**config.mk**
```make
export PLATFORM = sky130hd
export DESIGN_NAME = if_id_pipe
export DESIGN_NICKNAME = d
export VERILOG_FILES = /design/src/rtl/if_id_pipe.sv
export SDC_FILE = /design/constraint.sdc
export NUM_CORES = 1
export LEC_CHECK = 0
export BUFFER_PORTS_ARGS = -buffer_cell sky130_fd_sc_hd__buf_2
export CORE_ASPECT_RATIO = 1.75
export CORE_MARGIN = 2
export CORE_UTILIZATION = 40
export CTS_CLUSTER_SIZE = 25
export DETAILED_ROUTE_END_ITERATION = 8
export PLACE_DENSITY = 0.71
export SLEW_MARGIN = 20
export SYNTH_ARGS = -nofsm -noshare
export SYNTH_HDL_FRONTEND = slang
export SYNTH_SLANG_ARGS = --single-unit
```
**constraint.sdc**
```tcl
create_clock -name clk -period 2.8 [get_ports clk]
set_input_delay 0.42 -clock clk [delete_from_list [all_inputs] [get_ports clk]]
set_output_delay 0.42 -clock clk [all_outputs]
set_load 0.005 [all_outputs]
```
**src/rtl/if_id_pipe.sv**
```systemverilog
// IF/ID pipeline register: captures fetch PC/next PC/instruction and raises load-use stall, flush bubble and sticky halt.
// Optional feature macro IF_ID_PERF_EN adds saturating stall_count/flush_count outputs.
module if_id_pipe (
    input  logic        clk,
    input  logic        rst_n,
    input  logic [15:0] if_pc,
    input  logic [15:0] if_next_pc,
    input  logic [15:0] if_instr,
    input  logic        flush,
    input  logic        ex_mem_read,
    input  logic [3:0]  ex_rd,
    output logic [15:0] id_pc,
    output logic [15:0] id_next_pc,
    output logic [15:0] id_instr,
    output logic        id_valid,
    output logic        pc_hold,
    output logic        id_bubble,
`ifdef IF_ID_PERF_EN
    output logic [15:0] stall_count,
    output logic [15:0] flush_count,
`endif
    output logic        halted
);

    logic [15:0] pc_q, pc_d;
    logic [15:0] npc_q, npc_d;
    logic [15:0] instr_q, instr_d;
    logic        valid_q, valid_d;

    logic [3:0]  opc, rd_f, rs_f, rt_f;
    logic        use_rs, use_rt, use_rd, src_match;
    logic        load_use, halt_hit;

    always_comb begin
        opc    = instr_q[15:12];
        rd_f   = instr_q[11:8];
        rs_f   = instr_q[7:4];
        rt_f   = instr_q[3:0];
        use_rs = (opc <= 4'h9) || (opc == 4'hD);
        use_rt = (opc <= 4'h3) || (opc == 4'h7);
        use_rd = (opc == 4'h9) || (opc == 4'hA) || (opc == 4'hB);
        src_match = (use_rs && (rs_f == ex_rd)) ||
                    (use_rt && (rt_f == ex_rd)) ||
                    (use_rd && (rd_f == ex_rd));
        // R0 reads as zero, so a load targeting it can never feed a consumer.
        load_use = valid_q && ex_mem_read && (ex_rd != 4'h0) && src_match;
        halt_hit = valid_q && (opc == 4'hF);
    end

    assign pc_hold    = (load_use || halt_hit) && !flush;
    assign id_bubble  = load_use || flush;
    assign halted     = halt_hit && !flush;
    assign id_pc      = pc_q;
    assign id_next_pc = npc_q;
    assign id_instr   = instr_q;
    assign id_valid   = valid_q;

    always_comb begin
        pc_d    = pc_q;
        npc_d   = npc_q;
        instr_d = instr_q;
        valid_d = valid_q;
        if (flush) begin
            pc_d    = 16'h0000;
            npc_d   = 16'h0000;
            instr_d = 16'h0000;
            valid_d = 1'b0;
        end else if (!halt_hit && !load_use) begin
            pc_d    = if_pc;
            npc_d   = if_next_pc;
            instr_d = if_instr;
            valid_d = 1'b1;
        end
    end

    always_ff @(posedge clk) begin
        if (!rst_n) begin
            pc_q    <= 16'h0000;
            npc_q   <= 16'h0000;
            instr_q <= 16'h0000;
            valid_q <= 1'b0;
        end else begin
            pc_q    <= pc_d;
            npc_q   <= npc_d;
            instr_q <= instr_d;
            valid_q <= valid_d;
        end
    end

`ifdef IF_ID_PERF_EN
    logic [15:0] stall_cnt_q, stall_cnt_d;
    logic [15:0] flush_cnt_q, flush_cnt_d;

    always_comb begin
        stall_cnt_d = stall_cnt_q;
        flush_cnt_d = flush_cnt_q;
        if (load_use && !flush && (stall_cnt_q != 16'hFFFF)) begin
            stall_cnt_d = stall_cnt_q + 16'd1;
        end
        if (flush && (flush_cnt_q != 16'hFFFF)) begin
            flush_cnt_d = flush_cnt_q + 16'd1;
        end
    end

    always_ff @(posedge clk) begin
        if (!rst_n) begin
            stall_cnt_q <= 16'h0000;
            flush_cnt_q <= 16'h0000;
        end else begin
            stall_cnt_q <= stall_cnt_d;
            flush_cnt_q <= flush_cnt_d;
        end
    end

    assign stall_count = stall_cnt_q;
    assign flush_count = flush_cnt_q;
`endif

endmodule

```
# After elaboration in Yosys (flattened, before gate mapping)
# Cells that the tools add are included.
[classes]
n_lt_le_gt_ge = 2
eq_ne = 9
bitwise_logic = 1
reduce_logical = 23
[op_table]
columns = ["cell", "n"]
rows = [
  ["== test 4 bit, second input constant", 5],
  ["== test 4 bit", 3],
  ["logical AND 1 bit", 10],
  ["logical OR 1 bit", 8],
  ["== test 4 x 3 -> 1 bit, second input constant", 1],
  ["<= comparator 4 x 2 -> 1 bit, second input constant", 1],
  ["<= comparator 4 bit, second input constant", 1],
  ["nonzero test 4 bit", 1],
  ["logical NOT 1 bit", 3],
  ["OR reduction 2 bit", 1],
  ["NOT 1 bit", 1],
]
[word_totals]
register_bits = 49
inputBits = 56
out_inout_bits = 52
word_cells = 39

# Depth between registers and ports, before layout
[logic_depth]
word_depth = 8
ltp_mapped = 8

# Worst setup path after synthesis
# No wires, ideal clock.
[synth_path]
kind = "input -> output"
start = "in ex_rd[2]"
end = "out pc_hold"
arrival_time_ps = 1878
t_required_ps = 2380
setup_slack_ps = 502
stages = 6
path_cell_list = "xor2_1 -> a2111o_1 -> or4_4 -> o21a_1 -> buf_2 -> a21oi_1"
[synth_between]
elab_chain_len = 7
word_cells_on_any_way = 13
classes_between = "eq/ne: 3; reduce/logical: 10"
[synth_rtl]
columns = ["element", "line", "text"]
rows = [
  ["start: declaration", "11", "input logic [3:0] ex_rd,"],
  ["== test 4 bit, on equally long branches", "42, 43", ""],
  ["logical AND 1 bit, on equally long branches", "42, 43", ""],
  ["logical OR 1 bit", "42", "src_match = (use_rs && (rs_f == ex_rd)) ||"],
  ["logical OR 1 bit", "43", "(use_rt && (rt_f == ex_rd)) ||"],
  ["logical AND 1 bit (*)", "46", "load_use = valid_q && ex_mem_read && (ex_rd != 4'h0) && src_match;"],
  ["logical OR 1 bit (*)", "50", "assign pc_hold = (load_use || halt_hit) && !flush;"],
  ["logical AND 1 bit (*)", "50", ""],
  ["end: declaration", "16", "output logic pc_hold,"],
]
# Every way passes the cells marked *; elsewhere a longest branch is shown, timed or not.

# Worst setup path in the final report
[layout_path]
start = "reg instr_q[13] (netlist: id_instr[13])"
end = "out pc_hold"
[layout_between]
elab_chain_len = 8
word_cells_on_any_way = 21
classes_between = "order compare: 2; eq/ne: 6; reduce/logical: 13"
[layout_rtl]
columns = ["element", "line", "text"]
rows = [
  ["start: declaration", "27", "logic [15:0] instr_q, instr_d;"],
  ["start signal: assignment", "85", "instr_q <= instr_d;"],
  ["<= comparator 4 bit (tied with other cells)", "39", "use_rs = (opc <= 4'h9) || (opc == 4'hD);"],
  ["logical OR 1 bit, on equally long branches", "39, 40, 41", ""],
  ["logical AND 1 bit (tied with other cells)", "42", ""],
  ["logical OR 1 bit or logical AND 1 bit (tied branches)", "42, 44", ""],
  ["logical OR 1 bit", "43", ""],
  ["logical AND 1 bit", "46", ""],
  ["logical OR 1 bit (*)", "50", ""],
  ["logical AND 1 bit (*)", "50", ""],
]
# Marks and branches as above.

==> results.py <==
metrics = {
    "run_status": {
        "outcome": "finished clean",
    },
    "floorplanning": {
        "die-width_um": 59.8,
        "core.rowCount": 35,
        "pin_count": 108,
        "fp.coreArea_um2": 5260,
        "die-area_um2": 6070,
        "initial_utilization_pct": 41.4,
        "die_height_um": 102,
    },
    "routing": {
        "remaining_drc_errors": 0,
        "drt.antenna.violating_nets": 0,
        "via_count": 2169,
        "iter_0_drt_violations": 43,
        "routed_wl_um": 5840,
        "first_pass_drt_iterations": 4,
        "routed_wire_length_per_instance_um": 14.5,
        "vias_per_cell": 5.38,
    },
    "setup_path": {
        "regToRegEndpoint": "id_next_pc[4]",
        "r2r-start": "id_instr[13]",
        "worstSetupEndpointType": "output port",
        "dominant_delay_contributor_by_cell_family_on_the_critical_path": "compound AO/OA/AOI/OAI gates",
        "crit_arrival_ns": 2.22,
        "critPathSlowestCell": "or4_4",
        "slowest_delay_ns": 0.51,
        "worst_setup_path_start_kind": "register",
        "path_buf_inv": 1,
        "crit_fanout": 7,
        "r2r_setup_slack_ns": 0.48,
        "worstSetupPathDepth": 6,
        "kind_of_critical_path": "register to output port",
        "timing.critical_path.required_ns": 2.38,
        "ff2ff_path_depth": 7,
        "cp_cell_sequence": "nand2_1, a2111o_1, or4_4, o21a_2, a21oi_1, buf_2",
    },
    "clock_network": {
        "cts.clk_slew.worst_paths_ns": 0.09,
        "clk_root_buffer_cell": "clkbuf_8",
        "cts_buffer_depth": 2,
        "tritoncts": "yes",
        "h-tree-depth": 2,
        "worstSkewPairLatency_ns": 0.29,
        "hold_buf_cts": 0,
        "cts_num_sinks": 49,
        "tritoncts.num_buffers": 5,
    },
    "power_and_ir_drop": {
        "total_leakage_power_uw": 0.00135,
        "power.share.combinational_pct": 11.9,
        "power_switching_uw": 322,
        "power_frac_seq_pct": 56.3,
        "worst_ir_drop_vdd_mv": 0.385,
        "clock_power_share_pct": 31.8,
        "powerDensity_nw_per_um2": 473,
        "switching_share_pct": 24.3,
        "internal-power_uw": 1000,
    },
    "cells_and_area": {
        "n_antenna_cell": 0,
        "final_layout_size_suffix_gt1_share_pct": 44.0,
        "mostFrequentLayoutCell": "buf_2",
        "mostFrequentLayoutCells": "107 x buf_2, 48 x dfxtp_1, 46 x nand3_1",
        "nNetsFinal": 404,
        "layout.core_utilization_pct": 53.4,
        "layout-area-overhead-vs-synth_pct": 28.9,
    },
    "logic_synthesis": {
        "yosysWarnings": 0,
        "yosys.cell_types.count": 28,
        "synth_edf_count": 0,
        "synth_seq_cells": 49,
        "synth-seq-area-share_pct": 45.1,
        "postSynthCellCount": 252,
        "yosys_most_used_dff": "dfxtp_1",
        "mappedNetlistNets": 308,
        "post_synth_instance_area_um2": 2180,
        "synthArstFlopShare_pct": 0,
        "post_synth.cell_area_avg_um2": 8.64,
    },
    "hold_path": {
        "hold_path_class": "primary input to register",
        "min_from": "if_instr[1]",
        "whs_path_depth": 3,
        "hold_critical_path_endpoint": "id_instr[1]",
    },
    "placement": {
        "port_buffers": 107,
        "hpwl_um": 4070,
        "place_congestion": 0.824,
    },
    "flow_run": {
        "maxCapViolations": 0,
    },
    "timing": {
        "layout_min_cycle_time_ns": 2.64,
        "worst_clock_skew_ns": 0.00404,
        "report.final.slew_viol_count": 0,
        "tightest_slew_ns": 0.859,
        "setup_repair_after_global_routing_missed_its_margin": "false",
        "finalSetupTns_ns": 0,
        "setup_viol": 0,
        "final.period_utilization_pct": 94.3,
        "max-slew-margin-rel_pct": 42.7,
        "hold_violation_count_in_the_final_report": 0,
        "fmaxAchievable_ghz": 0.379,
        "hold_slack_ns": 0.363,
    },
    "global_route": {
        "grtUsageTotal_pct": 19.2,
        "antenna_found_initial": 0,
        "grt_pass1_wl_um": 9090,
        "grt_overflow_total": 0,
        "grt_max_degree": 47,
        "vias_in_the_first_global_route": 1988,
    },
}
sequential cells by signal, indices dropped and copies added (netlist names):
register    count
id_valid        1
id_next_pc     16
id_instr       16
id_pc          16
power by group through the flow:
stage	clock (µW)	sequential [µW]	combinational, µW
after global routing	452	751	176
final	422	747	158
after CTS	430	748	160
after detailed placement	0	764	159
after global placement	0	763	158
after floorplan	0	763	72.8
per-stage QoR:
| step | power [µW] | setup WS, ns | instance area (µm²) | instances |
|---|---|---|---|---|
| final | 1330 | 0.158 | 2810 | 403 |
| after global routing | 1380 | 0.0332 | 2810 | 403 |
| after CTS | 1340 | 0.114 | 2800 | 403 |
| after detailed placement | 923 | 0.317 | 2720 | 396 |
| after global placement | 921 | 0.357 | 2720 | 396 |
| after floorplan | 836 | 0.502 | 2180 | 252 |
worst max-delay path by stage:
stage / startpoint / endpoint / slack [ns]
6_report: id_instr[13] / pc_hold / 0.16
5_1_grt: id_instr[13] / pc_hold / 0.03
4_1_cts: id_instr[12] / pc_hold / 0.11
3_5_place_dp: ex_rd[2] / id_pc[2] / 0.32
3_3_place_gp: ex_rd[2] / pc_hold / 0.36
2_1_floorplan: ex_rd[2] / pc_hold / 0.50
what timing repair did:
action | CTS | global route
gates resized for setup | 0 | 1
setup endpoints to repair | 0 | 1
buffers inserted | 0 | 0
kinds of logic after synthesis:
kind of cell           count (synthesis)  synth area share, %
AND/OR/NAND/NOR                       71                 17.6
XOR/XNOR                              12                 4.83
buffers and inverters                 26                 6.38
flip-flops                            49                 45.1
AO/OA/AOI/OAI                         94                 26.1
cell usage after synthesis, types with 2 or more instances:
cell type   n  area (µm²)
xor2_1     12         105
nor2_1      7        26.3
a21oi_2    16         140
nand2b_1    2        12.5
a21oi_1    29         145
o21ai_2     7        61.3
buf_1       4        15.0
nand3_1    46         230
nor3_2      4        40.0
o21ai_1    10        50.1
nor3_1      5        25.0
buf_8       2        30.0
o21ai_0    29         145
clkbuf_1    9        33.8
buf_2       9        45.0
dfxtp_1    49         981
worst reg2reg max path: cells and delay by family (launching register included):
| kind | cells | cell delay [ns] |
|---|---|---|
| buffers and inverters | 1 | 0.29 |
| and+or+nand+nor | 3 | 0.82 |
| AOI/OAI and AO/OA | 3 | 0.67 |
| DFF | 1 | 0.40 |
per-layer routing:
| layer | vias up | track usage, % | share of wire [%] |
|---|---|---|---|
| li1 | 1091 | - | - |
| met1 | 991 | 24.4 | 42 |
| met2 | 78 | 31.5 | 49 |
| met5 | - | 0 | 0 |
| met3 | 9 | 3.70 | 6.4 |
| met4 | 0 | 7.35 | 2.1 |
cell type report:
type / instances / area, µm²
timing repair buffer: 114 / 588
clock buffer: 7 / 86.3
tap: 55 / 68.8
multi-input combinational: 177 / 1080
fill: 514 / 2450
inverter: 1 / 3.75
sequential: 49 / 982
(Power assumes the default switching activity.)
